$ cat src/rtl/wb_rf_pkg.sv
`default_nettype none
// =============================================================================
// wb_rf_pkg : shared sizes and types for the writeback register file
// Rev 1.0
// =============================================================================
package wb_rf_pkg;

   localparam int DATA_W   = 24;
   localparam int ADDR_W   = 4;
   localparam int NUM_REGS = 2 ** ADDR_W;
   localparam int CNT_W    = 2;

   typedef logic [ADDR_W-1:0] reg_idx_t;
   typedef logic [DATA_W-1:0] reg_data_t;
   typedef logic [CNT_W-1:0]  pend_cnt_t;

   localparam pend_cnt_t CNT_MAX  = '1;
   localparam reg_idx_t  ZERO_REG = '0;

endpackage : wb_rf_pkg
`default_nettype wire

$ cat src/rtl/wb_pending_counter.sv
`default_nettype none
// =============================================================================
// wb_pending_counter : saturating in-flight write counter for one register
// Rev 1.0
// =============================================================================
module wb_pending_counter
   import wb_rf_pkg::*;
(
   input  logic      clk,
   input  logic      rst_n,
   input  logic      i_inc,
   input  logic      i_dec,
   input  logic      i_clr,
   output pend_cnt_t o_cnt,
   output logic      o_ovf,
   output logic      o_unf
);

   pend_cnt_t r_cnt;
   logic      w_up;
   logic      w_down;

   // Coincident issue and writeback cancel; a clear swallows both.
   assign w_up   = !i_clr && i_inc && !i_dec;
   assign w_down = !i_clr && i_dec && !i_inc;

   assign o_ovf = w_up   && (r_cnt == CNT_MAX);
   assign o_unf = w_down && (r_cnt == '0);
   assign o_cnt = r_cnt;

   always_ff @(posedge clk or negedge rst_n) begin
      if (!rst_n) begin
         r_cnt <= '0;
      end else if (i_clr) begin
         r_cnt <= '0;
      end else if (w_up && !o_ovf) begin
         r_cnt <= r_cnt + pend_cnt_t'(1);
      end else if (w_down && !o_unf) begin
         r_cnt <= r_cnt - pend_cnt_t'(1);
      end
   end

endmodule : wb_pending_counter
`default_nettype wire

$ cat src/rtl/wb_register_file.sv
`default_nettype none
// =============================================================================
// wb_register_file : 16x24 writeback register file, two bypassed read ports,
//                    per-register pending scoreboard and decode hazard stall
// Rev 1.0
// =============================================================================
module wb_register_file
   import wb_rf_pkg::*;
#(
   parameter bit ZERO_REG_EN = 1'b1
)
(
   input  logic                clk_a,
   input  logic                rst,
   input  logic                wb_enable,
   input  reg_idx_t            wb_dest,
   input  reg_data_t           wb_data,
   input  reg_idx_t            rd_addr_a,
   input  reg_idx_t            rd_addr_b,
   output reg_data_t           rd_data_a,
   output reg_data_t           rd_data_b,
   input  logic                issue_valid,
   input  reg_idx_t            issue_dest,
   input  logic                flush,
   output logic                hazard_stall,
   output logic [NUM_REGS-1:0] pending_vec,
   output logic [1:0]          err_sticky
);

   reg_data_t           r_mem [NUM_REGS];
   logic [1:0]          r_err;

   pend_cnt_t           w_cnt  [NUM_REGS];
   logic [NUM_REGS-1:0] w_inc;
   logic [NUM_REGS-1:0] w_dec;
   logic [NUM_REGS-1:0] w_nz;
   logic [NUM_REGS-1:0] w_pend;
   logic [NUM_REGS-1:0] w_ovf;
   logic [NUM_REGS-1:0] w_unf;
   logic                w_wr_en;
   logic                w_zero_a;
   logic                w_zero_b;
   logic                w_byp_a;
   logic                w_byp_b;

   assign w_wr_en = wb_enable && !(ZERO_REG_EN && (wb_dest == ZERO_REG));

   always_ff @(posedge clk_a or negedge rst) begin
      if (!rst) begin
         for (int i = 0; i < NUM_REGS; i++) begin
            r_mem[i] <= '0;
         end
      end else if (w_wr_en) begin
         r_mem[wb_dest] <= wb_data;
      end
   end

   // Bypass is suppressed while in reset so reads show the cleared file.
   assign w_zero_a = ZERO_REG_EN && (rd_addr_a == ZERO_REG);
   assign w_zero_b = ZERO_REG_EN && (rd_addr_b == ZERO_REG);
   assign w_byp_a  = rst && w_wr_en && (wb_dest == rd_addr_a);
   assign w_byp_b  = rst && w_wr_en && (wb_dest == rd_addr_b);

   assign rd_data_a = w_zero_a ? '0 : (w_byp_a ? wb_data : r_mem[rd_addr_a]);
   assign rd_data_b = w_zero_b ? '0 : (w_byp_b ? wb_data : r_mem[rd_addr_b]);

   for (genvar g = 0; g < NUM_REGS; g++) begin : g_cnt
      localparam bit c_IS_ZERO = ZERO_REG_EN && (reg_idx_t'(g) == ZERO_REG);

      assign w_inc[g] = issue_valid && (issue_dest == reg_idx_t'(g)) && !c_IS_ZERO;
      assign w_dec[g] = wb_enable   && (wb_dest    == reg_idx_t'(g)) && !c_IS_ZERO;

      wb_pending_counter u_cnt (
         .clk   (clk_a),
         .rst_n (rst),
         .i_inc (w_inc[g]),
         .i_dec (w_dec[g]),
         .i_clr (flush),
         .o_cnt (w_cnt[g]),
         .o_ovf (w_ovf[g]),
         .o_unf (w_unf[g])
      );

      assign w_nz[g] = (w_cnt[g] != '0);
      // The last outstanding write landing this cycle is already bypassed.
      assign w_pend[g] = w_nz[g] && !((w_cnt[g] == pend_cnt_t'(1)) && w_dec[g]);
   end

   assign hazard_stall = rst && (w_pend[rd_addr_a] || w_pend[rd_addr_b]);
   assign pending_vec  = w_nz;

   always_ff @(posedge clk_a or negedge rst) begin
      if (!rst) begin
         r_err <= '0;
      end else begin
         r_err <= r_err | {(|w_unf), (|w_ovf)};
      end
   end

   assign err_sticky = r_err;

endmodule : wb_register_file
`default_nettype wire

$ cat config.mk
export PLATFORM = sky130hd
export DESIGN_NAME = wb_register_file
export DESIGN_NICKNAME = d
export VERILOG_FILES = /design/src/rtl/wb_rf_pkg.sv /design/src/rtl/wb_pending_counter.sv /design/src/rtl/wb_register_file.sv
export SDC_FILE = /design/constraint.sdc
export NUM_CORES = 1
export LEC_CHECK = 0
export ABC_CLOCK_PERIOD_IN_PS = 3000
export CAP_MARGIN = 20
export CORE_ASPECT_RATIO = 1.4
export CORE_MARGIN = 2
export CORE_UTILIZATION = 50
export CTS_CLUSTER_SIZE = 14
export DETAILED_ROUTE_END_ITERATION = 10
export PLACE_DENSITY_LB_ADDON = 0.12
export SLEW_MARGIN = 20
export SYNTH_ARGS = -nofsm -noshare
export SYNTH_HDL_FRONTEND = slang
export SYNTH_HIERARCHICAL = 1
export SYNTH_SLANG_ARGS = --single-unit
$ cat constraint.sdc
create_clock -name clk_a -period 3 [get_ports clk_a]
set_clock_uncertainty 0.15 [all_clocks]
set_input_delay 0.75 -clock clk_a [delete_from_list [all_inputs] [get_ports clk_a]]
set_output_delay 0.75 -clock clk_a [all_outputs]
set_load 0.03 [all_outputs]
Yosys cells after proc, flatten, opt, wreduce, memory -nomap -nowiden
Cells that the tools add are included.
{"block": "classes", "order_cmp": 6, "n_reduce_logical": 314, "n_mux": 62, "addsub": 30, "n_bitwise": 4, "eq_ne": 62}
{"op": "bitwise mux 384 bit", "n": 1}
{"op": "two-way mux 24 bit", "n": 9}
{"op": "binary-select mux 24 bit (select 4 bit)", "n": 2}
{"op": "logical AND 1 bit", "n": 186}
{"op": "demux 24 bit (select 4 bit)", "n": 1}
{"op": "two-way mux 2 bit", "n": 45}
{"op": "logical NOT 1 bit", "n": 77}
{"op": "== test 4 bit, second input constant", "n": 16}
{"op": "nonzero test 3 bit", "n": 15}
{"op": "== test 4 x 3 -> 1 bit, second input constant", "n": 8}
{"op": "adder 2 x 1 -> 2 bit, second input constant", "n": 15}
{"op": "== test 2 x 1 -> 1 bit, second input constant", "n": 15}
{"op": "== test 2 bit, second input constant", "n": 15}
{"op": "logical NOT 2 bit", "n": 15}
{"op": "nonzero test 2 bit", "n": 15}
{"op": "OR reduction 15 bit", "n": 2}
{"op": "subtractor 2 x 1 -> 2 bit, second input constant", "n": 15}
{"op": "== test 4 x 2 -> 1 bit, second input constant", "n": 4}
{"op": ">= comparator 5 bit, second input constant", "n": 3}
{"op": "inverter 4 -> 5 bit", "n": 3}
{"op": "logical NOT 4 bit", "n": 3}
{"op": "less-than comparator 4 x 5 -> 1 bit, second input constant", "n": 2}
{"op": "binary-select mux 1 bit (select 4 bit)", "n": 2}
{"op": "== test 4 x 1 -> 1 bit, second input constant", "n": 2}
{"op": "other kinds (5)", "n": 7}
{"block": "word_totals", "wordCells": 510, "out_inout_bits": 67, "register_bits": 416, "input_bits": 45}

Logic depth before layout (Yosys ltp)
Gate-level depths: netlist of run 1.
{"block": "depth", "ltp_word": 10, "depth_mapped": 11, "ltp_nobuf": 8}

Cells and area by module
The synthesis of run 1 kept the hierarchy.
{"module": "wb_register_file", "instances": 1, "seq_area_each_um2": 9659.3, "area_each_um2": 21715.8, "cells_per_inst": 1849}
{"module": "wb_pending_counter", "instances": 16, "seq_area_each_um2": 50.0, "area_each_um2": 130.1, "cells_per_inst": 14}

Worst setup path after synthesis of run 1
No wires, ideal clock.
{"block": "synth_timing", "kind": "in2out", "start": "input rd_addr_a[2]", "end": "output rd_data_a[21]", "arrival_ns": 2.420, "n_path_buf": 3, "path_slack_ns": -0.320, "required_time_ns": 2.100, "cell_stages": 9, "cell_sequence": "buf_2 -> or2_1 -> clkbuf_1 -> clkbuf_1 -> o221ai_1 -> o22ai_1 -> nor3_1 -> a21oi_1 -> nor2_1"}
{"block": "synth_via", "elab_chain_len": 6, "elab_cells_between_ends": 9, "cone_classes": "eq/ne: 1; mux: 5; bitwise: 1; reduce/logical: 2"}
{"element": "from (decl)", "line": "wb_register_file.sv:18", "rtl": "input reg_idx_t rd_addr_a,"}
{"element": "inverter 4 -> 5 bit (implied by the code)", "line": "wb_register_file.sv:64", "rtl": "assign rd_data_a = w_zero_a ? '0 : (w_byp_a ? wb_data : r_mem[rd_addr_a]);"}
{"element": "binary-select mux 24 bit (select 4 bit)", "line": "wb_register_file.sv:64"}
{"element": "two-way mux 24 bit (implied by the code) (2 in a row)", "line": "wb_register_file.sv:64"}
{"element": "two-way mux 24 bit", "line": "wb_register_file.sv:64"}
{"element": "two-way mux 24 bit (*)", "line": "wb_register_file.sv:64"}
{"element": "to (decl)", "line": "wb_register_file.sv:20", "rtl": "output reg_data_t rd_data_a,"}
Mark *: on every way between the ends. The rest lies on a longest branch, timed or not. The select of a mux whose other input is x is not followed.

Worst setup path after layout of run 1
{"block": "layout_timing", "start": "input rd_addr_b[0]", "end": "output rd_data_b[15]"}
{"block": "layout_via", "elab_chain_len": 6, "elab_cells_between_ends": 9, "cone_classes": "eq/ne: 1; mux: 5; bitwise: 1; reduce/logical: 2"}
{"element": "from (decl)", "line": "wb_register_file.sv:19", "rtl": "input reg_idx_t rd_addr_b,"}
{"element": "inverter 4 -> 5 bit (implied by the code)", "line": "wb_register_file.sv:65", "rtl": "assign rd_data_b = w_zero_b ? '0 : (w_byp_b ? wb_data : r_mem[rd_addr_b]);"}
{"element": "binary-select mux 24 bit (select 4 bit)", "line": "wb_register_file.sv:65"}
{"element": "two-way mux 24 bit (implied by the code) (2 in a row)", "line": "wb_register_file.sv:65"}
{"element": "two-way mux 24 bit", "line": "wb_register_file.sv:65"}
{"element": "two-way mux 24 bit (*)", "line": "wb_register_file.sv:65"}
{"element": "to (decl)", "line": "wb_register_file.sv:21", "rtl": "output reg_data_t rd_data_b,"}
Marked as above.

==> results of run 1 <==
layout by cell type, fill, tap and decap left out, types with 41 or more instances in the layout:
| cell type | count |
|---|---|
| clkdlybuf4s50_1 | 47 |
| mux4_2 | 180 |
| buf_4 | 221 |
| nand2_1 | 460 |
| nor2_2 | 41 |
| mux2i_1 | 89 |
| buf_6 | 76 |
| buf_12 | 46 |
| clkbuf_16 | 54 |
| mux2_2 | 216 |
| dfrtp_1 | 416 |
worst reg2reg max path, stage by stage, from the launching register on:
cell	delay (ps)
dfrtp_1	470
and4b_1	250
nor4_1	390
buf_4	180
nand4_1	140
or4_1	490
through the flow:
step           total power (W)  hold slack, ps  cell area, um^2  util (%)  TNS [ps]
2_1_floorplan           0.0105             288            24300         -     -7700
3_3_place_gp            0.0118             227            27600      58.6    -40110
3_5_place_dp            0.0121             232            27600      58.6    -40670
4_1_cts                 0.0184            44.0            30700      65.3    -16030
5_1_grt                 0.0194            63.0            31400      66.7    -18560
6_report                0.0187            69.1            31400      66.7    -16230
power groups by stage:
stage / sequential, W / clock [W] / combinational (W)
floorplan: 0.00734 / 0 / 0.00316
CTS: 0.00752 / 0.00602 / 0.00490
global placement: 0.00750 / 0 / 0.00434
finish: 0.00758 / 0.00595 / 0.00513
global route: 0.00770 / 0.00623 / 0.00546
detailed placement: 0.00761 / 0 / 0.00444
layer usage:
| layer | GRT usage, % | up-vias | routed length, um |
|---|---|---|---|
| met2 | 56.1 | 935 | 40200 |
| met1 | 40.7 | 9868 | 30100 |
| met3 | 5.60 | 271 | 5950 |
| met5 | 0 | - | 0 |
| li1 | - | 8150 | - |
| met4 | 16.3 | 0 | 4610 |
kinds of logic (layout without fill, tap and decap cells):
kind of cell / after synthesis / after routing / share of synthesized area, %
other: 1 / 8 / 0.0158
and+or+nand+nor: 741 / 741 / 14.0
DFF: 418 / 418 / 44.0
buffers and inverters: 197 / 525 / 3.81
xor gates and xnor gates: 8 / 8 / 0.294
muxes: 504 / 504 / 31.9
AOI/OAI and AO/OA: 204 / 204 / 6.03
repair_timing:
item | in CTS | in global routing
hold buffers | 0 | 0
endpoints found under the setup margin | 50 | 50
setup buffers | 28 | 17
gates resized for setup | 256 | 107
pin swaps | 38 | 41
cloned | 14 | 4
path summary, 6_finish.rpt:
kind | startpoint | endpoint | slack, ps
setup / recovery | rd_addr_b[0] | rd_data_b[15] | -440
hold / removal | rst | g_cnt[8].u_cnt/o_cnt[1] | 70
setup reg to reg | g_cnt[4].u_cnt/o_cnt[0] | err_sticky[0] | 790
hold reg to reg | r_mem[378] | r_mem[378] | 250
max in group asynchronous | rst | r_mem[156] | 1000
min in group clk_a | r_mem[378] | r_mem[378] | 250
state kept, by name (all words and copies together), names as in the netlist:
signal and count:
g_cnt.u_cnt/o_cnt 32, err_sticky 2, r_mem 384
layout make-up:
| class | instances | area, um^2 |
|---|---|---|
| flip-flops and latches | 418 | 10500 |
| clock inverters | 17 | 256 |
| fillers | 3485 | 15700 |
| well taps | 624 | 781 |
| multi-input cells | 1465 | 13800 |
| inverters | 17 | 68.8 |
| clock buffers | 63 | 1290 |
| repair buffers | 428 | 4730 |
==> metrics.yaml, run 1 <==
clock_tree:
  cts_buffers: 43
  clk_pin_slew_ps: 60
  clock_sinks: 418
  cts_root_buf: "clkbuf_16"
  cts_buffer_depth: 3
  htreeDepth: 2
  insertion_delay_ps: 590
  cts_tree: "done"
sta:
  drv_slew: 0
  fin_crit_sh_pct: 115
  setup_viol_count_final: 49
  fin_ws_ps: -443
  rsz0062_at_grt: "yes"
  max_clock_freq_mhz: 290
  hold_viol_final: 0
  worst_pin_slew_ps: 1000
  slew_headroom_pct: 33.0
  min_period_ps: 3440
flow_run:
  drv_cap: 0
yosys:
  synth-main-ff-cell: "dfrtp_1"
  synth_common_cells: "463 x nand2_1, 418 x dfrtp_1, 216 x mux2_2, 176 x mux4_2, 108 x mux2i_1"
  ys_seq_area_share_pct: 44.0
  ys_seq_elements: 418
  synth-edff-count: 0
  yosys-top-cells-area: "dfrtp_1 44%, mux4_2 17%, mux2_2 10%, nand2_1 7.3%, mux2i_1 4.5%"
  synth_area_leader_cell: "dfrtp_1"
  yosysWarnings: 6
  synth_cell_types: 56
  synthArstFlopShare_pct: 100
  synth_top_area_share_pct: 44.0
  syn_inst: 2073
  syn_avg_cell_area_um2: 11.5
  syn_area_mm2: 0.0238
  synth.most_common_cell: "nand2_1"
global_route:
  grt_start_max_net_pins: 172
  gr-total-overflow: 0
  grt_use_total_pct: 32.8
  antenna_found_initial: 0
  grt_pass1_vias: 19900
  grt_pass1_wl_um: 121000
placed_design:
  io_buffers: 111
  pre_cts_ws_ps: -775
  placedCellCount: 2897
  place.gp.congestion: 0.924
  dpl.hpwl_um: 48300
power_and_ir_drop:
  clock_power_share_pct: 31.9
  powerDensity_mw_per_mm2: 595
  switching_share_pct: 30.1
  power.share.combinational_pct: 27.5
  p_seq_share_pct: 40.6
  netSwitchingPower_w: 0.00562
  ir_worst_vdd_mv: 0.696
  intPower_w: 0.0130
  p_leak_nw: 13.7
worst_setup_path:
  criticalPathCategory: "in -> out"
  reg2reg_depth: 5
  crit_top_cell: "mux4_2"
  worstPathArrival_ps: 2540
  cp_num_buf_inv: 3
  cp.depth: 7
  required_ps: 2100
  start_kind: "input pin"
  worstPathCellList: "clkbuf_16 -> buf_16 -> mux4_2 -> mux4_2 -> mux2i_2 -> nor2_2 -> buf_6"
  cp_top_family: "multiplexers"
  slowest_stage: "mux4_2"
  crit_path_max_incr_delay_ps: 510
  crit_fanout: 8
  worst_setup_path_end_kind: "primary output"
min_path:
  hold_class: "in -> async"
floorplanning:
  die_h_um: 262
  initial_core_util_pct: 50.6
  dieArea_mm2: 0.0494
  fp-row-count: 94
  coreArea_mm2: 0.0470
  fp.dieW_um: 188
  pin_count: 112
detailed_routing:
  vias: 19200
  detail_route.wl_per_cell_um: 26.7
  via_per_inst: 6.34
  drt-total-wl_um: 80900
  drtPass1Iterations: 7
  drc: 0
  drt_iter0_drc: 1576
  antenna_left: 0
final_layout:
  drive_gt1_share_pct: 46.2
  fin_cells: 3032
  area_delta_synth_final_pct: 31.9
  nNetsFinal: 2418
  antennaDiodeCount: 0
run_status:
  failed_checks: "negative setup slack"
  outcome: "complete, but fails checks"
Power figures use the tool's default switching activity.
==> run 2, diff against run 1 <==
CTS_CLUSTER_SIZE = 20   (was 14)
==> results of run 2 <==
Same layout as run 1: the final DEF is identical, and so are final timing and power.
